File: src/rtl/store_write_buffer.sv
// Store write buffer: queues accumulator stores and drains them, oldest first, to the data RAM write port.
// Latency: a store pushed into an empty buffer is presented on o_MEM_* one clock later; drains 1 entry/clk while i_MEM_ACK is held.
// Backpressure: o_WR_READY drops when all DEPTH entries are occupied; a store while full is dropped and sets sticky o_OVF.
//
// Ports:
//   i_clock / i_reset              rising-edge clock, asynchronous active-low reset
//   i_WR, i_WR_ADDR, i_WR_DATA     store request (1-cycle pulse), o_WR_READY = buffer can accept
//   i_RD_ADDR -> o_FWD_HIT/DATA    load-address lookup; youngest matching queued store wins
//   o_MEM_WE/ADDR/DATA, i_MEM_ACK  head entry write request to data RAM, popped on ack
//   o_COUNT, o_OVF                 occupancy and sticky overflow flag
// Optional feature: define STORE_COALESCE_EN to merge a store into the youngest entry when the addresses match.
module store_write_buffer #(
  parameter int N_BUS  = 16,
  parameter int N_ADDR = 11,
  parameter int DEPTH  = 4
) (
  input  logic                     i_clock,
  input  logic                     i_reset,
  input  logic                     i_WR,
  input  logic [N_ADDR-1:0]        i_WR_ADDR,
  input  logic [N_BUS-1:0]         i_WR_DATA,
  output logic                     o_WR_READY,
  input  logic [N_ADDR-1:0]        i_RD_ADDR,
  output logic                     o_FWD_HIT,
  output logic [N_BUS-1:0]         o_FWD_DATA,
  output logic                     o_MEM_WE,
  output logic [N_ADDR-1:0]        o_MEM_ADDR,
  output logic [N_BUS-1:0]         o_MEM_DATA,
  input  logic                     i_MEM_ACK,
  output logic [$clog2(DEPTH):0]   o_COUNT,
  output logic                     o_OVF
);

  localparam int PTR_W = $clog2(DEPTH);
  localparam int CNT_W = PTR_W + 1;
  localparam logic [CNT_W-1:0] FULL_CNT = CNT_W'(DEPTH);

  // Entry storage carries no reset: validity is tracked by vld_q and count_q.
  logic [N_ADDR-1:0] addr_q [DEPTH];
  logic [N_ADDR-1:0] addr_d [DEPTH];
  logic [N_BUS-1:0]  data_q [DEPTH];
  logic [N_BUS-1:0]  data_d [DEPTH];
  logic [DEPTH-1:0]  vld_q, vld_d;
  logic [PTR_W-1:0]  head_q, head_d;
  logic [PTR_W-1:0]  tail_q, tail_d;
  logic [CNT_W-1:0]  count_q, count_d;
  logic              ovf_q, ovf_d;

  logic              not_empty;
  logic              not_full;
  logic              pop;
  logic              push;
  logic              coalesce;
  logic              wr_ready;
  logic              fwd_hit;
  logic [N_BUS-1:0]  fwd_data;
  logic [PTR_W-1:0]  fwd_idx;

`ifdef STORE_COALESCE_EN
  logic [PTR_W-1:0]  young_ptr;
  logic              coal_match;
`endif

  // Handshake decode.
  always_comb begin
    not_empty = (count_q != '0);
    not_full  = (count_q != FULL_CNT);
    pop       = not_empty && i_MEM_ACK;
`ifdef STORE_COALESCE_EN
    young_ptr = tail_q - PTR_W'(1);
    // The youngest entry cannot be merged into if it is leaving as the head this cycle.
    coal_match = vld_q[young_ptr] && (addr_q[young_ptr] == i_WR_ADDR) &&
                 !(pop && (young_ptr == head_q));
    wr_ready   = not_full || coal_match;
    coalesce   = i_WR && coal_match;
`else
    wr_ready   = not_full;
    coalesce   = 1'b0;
`endif
    push = i_WR && wr_ready && !coalesce;
  end

  // Next-state: queue pointers, occupancy, entries, overflow flag.
  always_comb begin
    addr_d  = addr_q;
    data_d  = data_q;
    vld_d   = vld_q;
    head_d  = head_q;
    tail_d  = tail_q;
    count_d = count_q;
    ovf_d   = ovf_q;

    if (i_WR && !wr_ready) begin
      ovf_d = 1'b1;
    end

    if (pop) begin
      vld_d[head_q] = 1'b0;
      head_d        = head_q + PTR_W'(1);
    end

    // Push never lands on the popped slot: push requires not full, pop requires not empty,
    // so head and tail differ whenever both happen.
    if (push) begin
      addr_d[tail_q] = i_WR_ADDR;
      data_d[tail_q] = i_WR_DATA;
      vld_d[tail_q]  = 1'b1;
      tail_d         = tail_q + PTR_W'(1);
    end

`ifdef STORE_COALESCE_EN
    if (coalesce) begin
      data_d[young_ptr] = i_WR_DATA;
    end
`endif

    case ({push, pop})
      2'b10:   count_d = count_q + CNT_W'(1);
      2'b01:   count_d = count_q - CNT_W'(1);
      default: count_d = count_q;
    endcase
  end

  always_ff @(posedge i_clock or negedge i_reset) begin
    if (!i_reset) begin
      vld_q   <= '0;
      head_q  <= '0;
      tail_q  <= '0;
      count_q <= '0;
      ovf_q   <= 1'b0;
    end else begin
      vld_q   <= vld_d;
      head_q  <= head_d;
      tail_q  <= tail_d;
      count_q <= count_d;
      ovf_q   <= ovf_d;
    end
  end

  always_ff @(posedge i_clock) begin
    addr_q <= addr_d;
    data_q <= data_d;
  end

  // Forwarding: walk from oldest to youngest so the last match (nearest tail) wins.
  // The head being popped this cycle is still valid here, so it still forwards.
  always_comb begin
    fwd_hit  = 1'b0;
    fwd_data = '0;
    fwd_idx  = '0;
    for (int k = 0; k < DEPTH; k++) begin
      fwd_idx = head_q + PTR_W'(k);
      if (vld_q[fwd_idx] && (addr_q[fwd_idx] == i_RD_ADDR)) begin
        fwd_hit  = 1'b1;
        fwd_data = data_q[fwd_idx];
      end
    end
  end

  assign o_WR_READY = wr_ready;
  assign o_FWD_HIT  = fwd_hit;
  assign o_FWD_DATA = fwd_data;
  assign o_MEM_WE   = not_empty;
  // Zero the RAM bus when idle so stale entry contents never appear on it.
  assign o_MEM_ADDR = not_empty ? addr_q[head_q] : '0;
  assign o_MEM_DATA = not_empty ? data_q[head_q] : '0;
  assign o_COUNT    = count_q;
  assign o_OVF      = ovf_q;

endmodule
File: config.mk
export PLATFORM = sky130hd
export DESIGN_NAME = store_write_buffer
export DESIGN_NICKNAME = d
export VERILOG_FILES = /design/src/rtl/store_write_buffer.sv
export SDC_FILE = /design/constraint.sdc
export NUM_CORES = 1
export LEC_CHECK = 0
export CORE_MARGIN = 2
export CORE_UTILIZATION = 62
export CTS_CLUSTER_SIZE = 10
export DETAILED_ROUTE_END_ITERATION = 12
export GPL_ROUTABILITY_DRIVEN = 0
export GPL_TIMING_DRIVEN = 0
export HOLD_SLACK_MARGIN = 0.05
export PLACE_DENSITY_LB_ADDON = 0.3
export SYNTH_ARGS = -nofsm -noshare
export SYNTH_HDL_FRONTEND = slang
export SYNTH_SLANG_ARGS = --single-unit
File: constraint.sdc
create_clock -name i_clock -period 8.9 [get_ports i_clock]
set_input_delay 2.67 -clock i_clock [delete_from_list [all_inputs] [get_ports i_clock]]
set_output_delay 2.67 -clock i_clock [all_outputs]
set_load 0.01 [all_outputs]
# After elaboration in Yosys (flattened, before gate mapping)
# Index checks and enable logic that the tools add are counted.
# Widths: inputs -> output; s select.
[classes]
addsub = 6
order_cmp = 13
n_eq_ne = 7
n_mux = 55
bitwise_logic = 8
reduce_logical = 13
[ops]
columns = ["op", "n"]
rows = [
  ["$mux 16", 14],
  ["$bmux 16 s2", 4],
  ["$mux 11", 10],
  ["$bmux 11 s2", 4],
  ["$bwmux 64", 1],
  ["$bwmux 44", 1],
  ["$eq 11x11->1", 4],
  ["$demux 16 s2", 1],
  ["$demux 11 s2", 1],
  ["$ge 3x3->1 const B", 5],
  ["$lt 2x3->1 const B", 5],
  ["$not 2->3", 5],
  ["$logic_and 1x1->1", 10],
  ["$mux 1", 10],
  ["$bmux 1 s2", 4],
  ["$mux 4", 2],
  ["$pmux 3 s2", 1],
  ["$add 2x1->2 const B", 2],
  ["$add 2x2->2 const B", 2],
  ["$and 4x4->4", 1],
  ["$demux 1 s2", 2],
  ["$ge 2x1->1 const B", 2],
  ["$not 4->4", 1],
  ["$or 4x4->4", 1],
  ["9 further kinds", 9],
]
[totals]
reg_bits = 120
in_bits = 42
elab_cells = 115

# Depth between registers and ports, before layout
# Gate-level depths: netlist of the first run.
[logic_depth]
word_depth = 10
mapped_depth = 18
ltp_nobuf = 10

# Least setup slack after synthesis of the first run
# No wires, ideal clock.
[synth_timing]
kind = "input to output"
start = "input i_RD_ADDR[8]"
end = "output o_FWD_DATA[10]"
arrival_ns = 4.779
t_required_ns = 6.230
setup_slack_ns = 1.451
path_stages = 10
path_cell_list = "buf_1 > xnor2_1 > nor4_1 > o22ai_1 > or4_1 > buf_2 > and2_1 > buf_2 > buf_2 > a311oi_1"
[synth_between]
elab_chain_cells = 6
word_cells_on_any_way = 12
[synth_lines]
columns = ["element", "line_no", "rtl"]
rows = [
  ["from (decl)", "23", "input logic [N_ADDR-1:0] i_RD_ADDR,"],
  ["$eq 11x11->1", "153", "if (vld_q[fwd_idx] && (addr_q[fwd_idx] == i_RD_ADDR)) begin"],
  ["$logic_and 1x1->1", "153", ""],
  ["$mux 16 (3 in a row)", "153", ""],
  ["$mux 16 (*)", "153", ""],
  ["to (decl)", "25", "output logic [N_BUS-1:0] o_FWD_DATA,"],
]
# Mark *: on every way between the ends. The rest lies on a longest branch, timed or not.

# Final worst setup path of the first run
[layout_timing]
start = "input i_RD_ADDR[10]"
end = "output o_FWD_DATA[14]"
# The elaborated chain is that of the path after synthesis.

==> qor.yml, run 1 <==
hold_ws_ps: 475
post-dp-hpwl_mm: 14.6
start_util: 0.627
path_class: "input port to output port"
dr.pass1.iters: 6
rr_startpoint: "head_q[0]$_DFFE_PN0P_"
track_usage: 0.326
synth-xor-area-share: 0.0630
die_w_microns: 119
grt_antenna_before_repair: 1
yosys.area.top_type: "edfxtp_1"
syn_nets: 642
synth_top_family_by_area: "multiplexers"
ys_ff_latch: 120
routedWlPerCell_microns: 25.5
rsz0062_at_grt: "false"
drt_wl_total_mm: 22.4
synthAdderAreaFrac: 0.0162
slew_violations: 0
vdd_ir_drop_max_v: 0.000270
synthCells: 590
setup-tns-final_ps: 0
ant_nets: 0
crit_start: "i_RD_ADDR[10]"
cts_tree: "yes"
fin_crit_sh: 0.995
yosysTopAreaCellShare: 0.395
power_density_nw_per_um2: 379
syn_avg_cell_area_sq_um: 13.9
p_leak_nw: 3.41
max_freq_mhz: 113
clockRootBuffer: "clkbuf_16"
clock_latency_ps: 430
end_kind: "output port"
numPortBuffers: 81
synthArstFlopShare: 0.100
critPathRequiredTime_ps: 6230
mostFrequentLayoutCell: "edfxtp_1"
dieArea_sq_um: 14200
grt-ovfl-total: 0
drc_errors: 0
area_growth_syn_to_layout_pct: 20.4
layout_common_cells: "108 x edfxtp_1, 81 x clkdlybuf4s50_1, 70 x mux4_2, 51 x mux2i_1, 39 x xnor2_1"
num_vias: 6287
synth_compound_area_frac: 0.0467
synth-seq-area-share: 0.432
grt_max_degree: 29
path_clk_slew_ps: 50
layout-drive-gt1-share: 0.195
synthSimpleGateAreaFrac: 0.0947
row_count: 42
yosysUniqueCellTypes: 46
ys_warn_count: 0
n_antenna_cell: 0
synth.cell_area_sq_um: 8210
hold_path_class: "register to register"
slew_headroom: 0.150
outcome: "completed"
cap_violations: 0
synth_edf_count: 108
viasPerCell: 7.15
cts_sinks: 120
min_period_ps: 8860
finalSetupViolCount: 0
grt_pass1_wl_mm: 34.3
finalNonFillerCells: 879
nFillCells: 802
synthTopCellsByArea: "edfxtp_1 40%, mux4_2 19%, mux2i_1 6.2%"
power_mw: 3.74
synthMuxAreaShare: 0.306
finalHoldViolations: 0
cp_max_fo: 10
io_pins: 92
tightest_slew_ps: 1270
cts-htree-levels: 4
worst_hold_startpoint: "o_OVF$_DFFE_PN0P_"
dr.first_iter.drc_count: 838
worst_clock_skew_ps: 9.12
clock_path_buffers: 2
core_sq_um: 13100
nets: 742
start_kind: "input port"
die_h_microns: 119
grt_pass1_vias: 6093
dpl_cell_area_sq_um: 9240
placedCellCount: 847
synth-main-ff-cell: "edfxtp_1"
hold_buffers: 0
cts_buffers: 17
finish.instance_area_sq_um: 9880
arrival_ps: 6190
-- synth_stat cells (9+ instances only) --
| master | instances |
|---|---|
| mux2i_1 | 51 |
| inv_1 | 10 |
| edfxtp_1 | 108 |
| a311oi_1 | 16 |
| nor3_1 | 21 |
| nand2b_1 | 16 |
| buf_2 | 15 |
| ha_1 | 9 |
| clkbuf_1 | 18 |
| nand3_1 | 20 |
| mux4_2 | 70 |
| nand2_1 | 18 |
| nor2b_1 | 23 |
| dfrtp_1 | 12 |
| xor2_1 | 20 |
| xnor2_1 | 39 |
| nor2_1 | 26 |
| mux4_1 | 15 |
-- cells by family after synthesis --
kind of cell / count (synthesis)
xor+xnor: 59
buf+inv: 64
simple gates: 147
flops: 120
mux: 139
compound gates: 51
fa+ha+maj: 10
-- state kept, by name, indices dropped and copies added, names as in the netlist --
register,flops
addr_q,44
vld_q,4
o_OVF,1
tail_q,2
o_COUNT,3
data_q,64
head_q,2
-- report_power, final --
part,internal [mW],switching [mW],total (mW)
clock,0.494,0.249,0.743
combinational,1.07,1.06,2.13
sequential,0.761,0.111,0.872
total,2.32,1.42,3.74
-- routing by layer --
layer,vias to the layer above,global-route usage,part of all wire
met5,-,0,0
met4,0,0.115,0.027
met3,71,0.0896,0.12
met2,532,0.510,0.48
met1,3128,0.446,0.38
li1,2556,-,-
-- per-stage QoR --
stage | setup slack [ps] | util
finish | 42.1 | 0.755
global route | 26.5 | 0.755
CTS | 145 | 0.755
detailed placement | 173 | 0.706
global placement | 108 | 0.706
floorplan | 1450 | -
-- layout make-up --
| class | instances | area [sq um] | area share |
|---|---|---|---|
| clock inverter | 13 | 203 | 0.0205 |
| tap | 176 | 220 | 0.0223 |
| timing repair buffer | 81 | 811 | 0.0820 |
| inverter | 10 | 37.5 | 0.00380 |
| buffer | 54 | 300 | 0.0304 |
| sequential | 120 | 3540 | 0.359 |
| multi-input combinational | 406 | 4340 | 0.439 |
| clock buffer | 19 | 433 | 0.0438 |
-- timing repair --
item,4_1_cts,5_1_grt
setup buffers,0,0
endpoints found under the setup margin,0,1
gates resized for setup,0,1
-- worst max-delay path: stages --
cell and delay (ps):
clkdlybuf4s50_1 570, inv_1 160, xnor2_1 170, nor4_1 460, nand3_1 220, nor4_4 620, buf_6 240, nand3_1 90
a311oi_1 350, clkdlybuf4s50_1 620
-- worst paths after layout --
check                                               to  slack (ps)  cells after the start
worst min register to register       o_OVF$_DFFE_PN0P_         470                      1
min in group asynchronous        tail_q[1]$_DFFE_PN0P_        2630                      1
max in group asynchronous       o_COUNT[1]$_DFFE_PN0P_        5870                      1
worst min-delay path                 o_OVF$_DFFE_PN0P_         470                      1
worst max register to register   head_q[1]$_DFFE_PN0P_        5020                     13
worst max-delay path                    o_FWD_DATA[14]          40                     10
Power figures use the tool's default switching activity.
==> run 2, diff against run 1 <==
==> constraint.sdc (replaced) <==
create_clock -name i_clock -period 8.9 [get_ports i_clock]
set_input_delay 0.89 -clock i_clock [delete_from_list [all_inputs] [get_ports i_clock]]
set_output_delay 0.89 -clock i_clock [all_outputs]
set_load 0.01 [all_outputs]
==> run 2 against run 1 <==
Final cell count did not move. Routed wire length rose by 0.33%. Total power barely moved. Critical endpoint is now o_FWD_DATA[5]. Clock power barely moved. Sequential share of layout area barely moved. Fmax rose by 31%. Non-clock buffer count did not move. Sequential power barely moved. Global-route usage did not move. Flip-flop and latch count did not move.
==> qor.yml, run 2 (synthesized netlist as in run 1, its figures left out) <==
vdd_ir_drop_max_v: 0.000268  # -0.44%
path_clk_slew_ps: 50  # about the same
cts_sinks: 120  # unchanged
largest_register_ffs: 64  # unchanged
drt_wl_total_mm: 22.5  # +0.33%
post-dp-hpwl_mm: 14.6  # unchanged
area_growth_syn_to_layout_pct: 20.4  # about the same
hold_buffers: 0  # unchanged
grt_antenna_before_repair: 1  # unchanged
io_pins: 92  # unchanged
dp_worst_setup_slack_ps: 2790  # +2620 ps
slowest_stage: "clkdlybuf4s50_1"
layout_common_cells: "108 x edfxtp_1, 81 x clkdlybuf4s50_1, 70 x mux4_2, 51 x mux2i_1, 39 x xnor2_1"
p_leak_nw: 3.40  # about the same
placedCellCount: 847  # unchanged
fin_crit_sh: 0.759  # -0.236
viasPerCell: 7.14  # -0.21%
grt-ovfl-total: 0  # unchanged
finalSetupViolCount: 0  # unchanged
top_register: "data_q"
slew_violations: 0  # unchanged
rsz0062_at_grt: "false"
finalHoldViolations: 0  # unchanged
mostFrequentLayoutCell: "edfxtp_1"
clockRootBuffer: "clkbuf_16"
cap_violations: 0  # unchanged
row_count: 42  # unchanged
start_util: 0.627  # unchanged
grt_pass1_wl_mm: 34.3  # unchanged
clock_path_buffers: 2  # unchanged
grt_pass1_vias: 6093  # unchanged
routedWlPerCell_microns: 25.6  # +0.33%
num_vias: 6274  # -0.21%
outcome: "completed"
nets: 742  # unchanged
max_freq_mhz: 148  # +31%
cp_top_family: "buffers and inverters"
end_kind: "output port"
crit_path_cell_trace: "buf_6, buf_12, buf_8, inv_1, buf_2, ha_1, buf_4, buf_6, buf_2, mux4_1, xnor2_1, nand4_1, nor4_1, and2_1, clkbuf_2, clkbuf_1, nor3_1, a311oi_1, clkdlybuf4s50_1"
cts_buffers: 17  # unchanged
tightest_slew_ps: 1270  # +2.34 ps
setup-tns-final_ps: 0  # unchanged
die_h_microns: 119  # unchanged
path_buf_inv: 11  # +7
path_class: "register to output port"
cts-htree-levels: 4  # unchanged
power_mw: 3.75  # about the same
layout-drive-gt1-share: 0.193  # -0.00142
power_density_nw_per_um2: 379  # +0.11%
cts_tree: "yes"
dieArea_sq_um: 14200  # unchanged
slew_headroom: 0.148  # -0.00157
cts_setup_buffers: 0  # unchanged
hold_path_class: "register to register"
clock_latency_ps: 430  # about the same
top_regs: "data_q x64, addr_q x44, vld_q x4"
min_period_ps: 6760  # -2100 ps
worst_slack_ps: 2140  # +2100 ps
dr.pass1.iters: 6  # unchanged
finalNonFillerCells: 879  # unchanged
worst_clock_skew_ps: 8.15  # -0.965 ps
critPathRequiredTime_ps: 8010  # +1780 ps
core_sq_um: 13100  # unchanged
ant_nets: 0  # unchanged
track_usage: 0.326  # unchanged
cp_max_fo: 11  # +1
arrival_ps: 5870  # -320 ps
die_w_microns: 119  # unchanged
cts_resized: 0  # unchanged
numPortBuffers: 81  # unchanged
drc_errors: 0  # unchanged
dr.first_iter.drc_count: 879  # +4.9%
grt_max_degree: 29  # unchanged
n_antenna_cell: 0  # unchanged
start_kind: "register"
cpPeakStageDelay_ps: 610  # about the same
## run 2: layout make-up
type | count | area [sq um]
Buffer | 54 | 300
Clock buffer | 19 | 433
Inverter | 10 | 37.5
Sequential cell | 120 | 3540
Clock inverter | 13 | 203
Timing Repair Buffer | 81 | 811
Tap cell | 176 | 220
Multi-Input combinational cell | 406 | 4330
Fill cell | 803 | 3210
## run 2: stage by stage
stage	utilization	hold slack, ps	instance area (sq um)
floorplan	-	502	8210
global placement	0.706	454	9240
detailed placement	0.706	459	9240
CTS	0.755	476	9880
global route	0.755	484	9880
finish	0.755	475	9880
## run 2: worst register-to-register path, delay by kind of cell (launching register included)
family | cells | cell delay, ps
buffers and inverters | 10 | 2890
flip-flops | 1 | 380
adder cells (fa/ha/maj) | 1 | 320
AO/OA/AOI/OAI | 1 | 100
AND/OR/NAND/NOR | 1 | 90
## run 2: per-layer routing
layer | track usage | share of wire
met1 | 0.446 | 0.39
met2 | 0.510 | 0.48
met3 | 0.0896 | 0.11
met4 | 0.115 | 0.025
met5 | 0 | 0
## run 2: path summary, 6_finish.rpt
| path | from | endpoint | slack (ps) | cells past startpoint |
|---|---|---|---|---|
| min in group asynchronous | i_reset | tail_q[1]$_DFFE_PN0P_ | 850 | 1 |
| max reg2reg | head_q[0]$_DFFE_PN0P_ | head_q[1]$_DFFE_PN0P_ | 5020 | 13 |
| min reg2reg | o_OVF$_DFFE_PN0P_ | o_OVF$_DFFE_PN0P_ | 470 | 1 |
| max in group asynchronous | i_reset | o_COUNT[1]$_DFFE_PN0P_ | 7650 | 1 |
| max | head_q[0]$_DFFE_PN0P_ | o_FWD_DATA[5] | 2140 | 19 |
| min | o_OVF$_DFFE_PN0P_ | o_OVF$_DFFE_PN0P_ | 470 | 1 |
## run 2: where the power goes
group / total (mW) / internal (mW) / switching (mW)
Sequential: 0.873 / 0.760 / 0.112
Combinational: 2.13 / 1.07 / 1.06
Clock: 0.744 / 0.494 / 0.250
==> run 3, diff against run 2 <==
CORE_UTILIZATION = 58   (was 62)
clock period = 6.8 ns   (was 8.9 ns; I/O delays follow)
==> run 3 against run 2 <==
Combinational power is 31% higher. Highest routed layer unchanged. Core utilization shrank 4.5 points. Largest power group unchanged. Flip-flop and latch count stayed put. Total power rose by 28%. Cell area is 0.62% lower. Sequential share of layout area rose by 0.22 points.
==> qor.yml, run 3 (synthesized netlist as in run 1, its figures left out) <==
outcome: "completed"
rrSetupSlack_ps: 2880  # -2140 ps
drt_wl_total_mm: 22.3  # -0.71%
area_growth_syn_to_layout_pct: 19.6
io_pins: 92  # unchanged
die_w_microns: 123  # +3.3%
cpPeakStageDelay_ps: 620  # about the same
largest_register_ffs: 64  # unchanged
intPower_mw: 2.95  # +27%
cts_sinks: 120  # unchanged
critPathRequiredTime_ps: 6120  # -1890 ps
grt.met1_usage: 0.404  # -0.0418
grtUsageMet2: 0.477  # -0.0332
min_period_ps: 6650
finalHoldViolations: 0  # unchanged
dr.first_iter.drc_count: 548  # -38%
cp_top_family: "buffers and inverters"
grt_antenna_before_repair: 0  # -1
p_leak_nw: 3.38  # -0.76%
p_sw_mw: 1.84  # +29%
core_sq_um: 13800  # +5.7%
top_regs: "data_q x64, addr_q x44, vld_q x4"
layout-drive-gt1-share: 0.191  # -0.00284
viasPerCell: 6.95  # -2.7%
slowest_stage: "clkdlybuf4s50_1"
clock_path_buffers: 2  # unchanged
worst_hold_startpoint: "o_OVF$_DFFE_PN0P_"
r2r-end: "head_q[1]$_DFFE_PN0P_"
cts_setup_buffers: 0  # unchanged
top_usage_layer: "met2"
dpl_cell_area_sq_um: 9250  # about the same
num_vias: 6134  # -2.2%
setup-tns-final_ps: 0  # unchanged
end_kind: "output port"
row_count: 43  # +2.4%
cp_max_fo: 11  # unchanged
worst_clock_skew_ps: 12.1  # +3.98 ps
swShare: 0.384  # +0.00414
crit_cells: 19  # unchanged
rr_startpoint: "head_q[0]$_DFFE_PN0P_"
numPortBuffers: 81  # unchanged
arrival_ps: 5970  # +100 ps
finalSetupViolCount: 0  # unchanged
power_frac_comb: 0.581  # +0.013
grt-ovfl-total: 0  # unchanged
grt_max_degree: 29  # unchanged
dr.pass1.iters: 10  # +4
start_kind: "register"
cts_resized: 0  # unchanged
slew_headroom: 0.0910  # -0.0572
power.share.clock: 0.182  # -0.017
cts_buffers: 17  # unchanged
crit_path_cell_trace: "buf_6, buf_12, buf_8, inv_1, buf_2, ha_1, buf_4, buf_6, buf_2, mux4_1, xnor2_1, nand4_1, nor4_1, and2_1, clkbuf_2, clkbuf_1, nor3_1, a311oi_1, clkdlybuf4s50_1"
nFillCells: 905  # +13%
finalNonFillerCells: 883  # +0.46%
hold_ws_ps: 484  # +9.13 ps
finish.instance_area_sq_um: 9820  # -0.62%
path_clk_slew_ps: 50  # about the same
nets: 742  # unchanged
routedWlPerCell_microns: 25.3  # -1.2%
clock_latency_ps: 410  # -20 ps
grt_pass1_wl_mm: 33.5  # -2.2%
cts-htree-levels: 4  # unchanged
cap_violations: 0  # unchanged
hold_path_class: "register to register"
critPathCapture: "o_FWD_DATA[4]"
grtUsageMet3: 0.0946  # +0.00500
n_antenna_cell: 0  # unchanged
post-dp-hpwl_mm: 14.8  # +0.82%
seqPwrFrac: 0.238  # +0.005
crit_start: "head_q[0]$_DFFE_PN0P_"
slew_violations: 0  # unchanged
dieArea_sq_um: 15100  # +6.7%
power_density_nw_per_um2: 488  # +29%
track_usage: 0.306  # -0.0205
ant_nets: 0  # unchanged
die_h_microns: 123  # +3.3%
cts_tree: "yes"
hold_buffers: 0  # unchanged
drc_errors: 0  # unchanged
r2r_cells: 13  # unchanged
path_buf_inv: 11  # unchanged
mostFrequentLayoutCell: "edfxtp_1"
start_util: 0.593  # -0.0336
clockRootBuffer: "clkbuf_16"
rsz0062_at_grt: "false"
max_freq_mhz: 150
grt_pass1_vias: 6047  # -0.75%
layout_common_cells: "108 x edfxtp_1, 81 x clkdlybuf4s50_1, 70 x mux4_2, 51 x mux2i_1, 39 x xnor2_1"
tightest_slew_ps: 1350  # +85.1 ps
placedCellCount: 851  # +0.47%
vdd_ir_drop_max_v: 0.000292  # +8.6%
path_class: "register to output port"
top_register: "data_q"
fin_crit_sh: 0.979
run 3: how the worst min path moves through the flow:
stage | endpoint | slack, ps | cells past startpoint
after global routing | o_OVF$_DFFE_PN0P_ | 510 | 1
after CTS | o_OVF$_DFFE_PN0P_ | 500 | 1
after global placement | o_OVF$_DFFE_PN0P_ | 460 | 1
after detailed placement | o_OVF$_DFFE_PN0P_ | 480 | 1
final | o_OVF$_DFFE_PN0P_ | 480 | 1
after floorplan | head_q[0]$_DFFE_PN0P_ | 380 | 0
run 3: layer usage:
layer	part of all wire	wire [microns]
met1	0.38	8500
met5	0	0
met2	0.47	10600
met4	0.027	600
met3	0.12	2650
run 3: per-stage QoR:
step	utilization	setup WS, ps	power (mW)
global route	0.710	72.5	5.00
CTS	0.710	242	4.76
global placement	0.668	876	3.80
finish	0.710	145	4.79
detailed placement	0.669	715	3.87
floorplan	-	2470	3.04
run 3: area by class of cell:
cell class | instances | area, sq um | area share
Buffer | 54 | 300 | 0.0306
Clock buffer | 23 | 468 | 0.0477
Clock inverter | 9 | 101 | 0.0103
Inverter | 10 | 37.5 | 0.00382
Multi-Input combinational cell | 406 | 4330 | 0.441
Sequential cell | 120 | 3540 | 0.361
Tap cell | 180 | 225 | 0.0229
Timing Repair Buffer | 81 | 811 | 0.0826
run 3: power groups by stage:
stage / logic, mW / registers (mW) / clock network (mW)
6_report: 2.78 / 1.14 / 0.869
4_1_cts: 2.75 / 1.13 / 0.871
2_1_floorplan: 1.94 / 1.10 / 0
3_3_place_gp: 2.67 / 1.13 / 0
5_1_grt: 2.93 / 1.16 / 0.908
3_5_place_dp: 2.73 / 1.14 / 0
run 3: worst register-to-register path, cell delays in order, from the launching register on:
cell and delay [ps]:
dfrtp_1 390, buf_6 200, buf_12 170, buf_8 160
inv_1 110, buf_2 250, ha_1 330, buf_4 200
buf_2 310, buf_4 330, buf_1 570, buf_1 620
nand2_1 110, o21ai_0 100
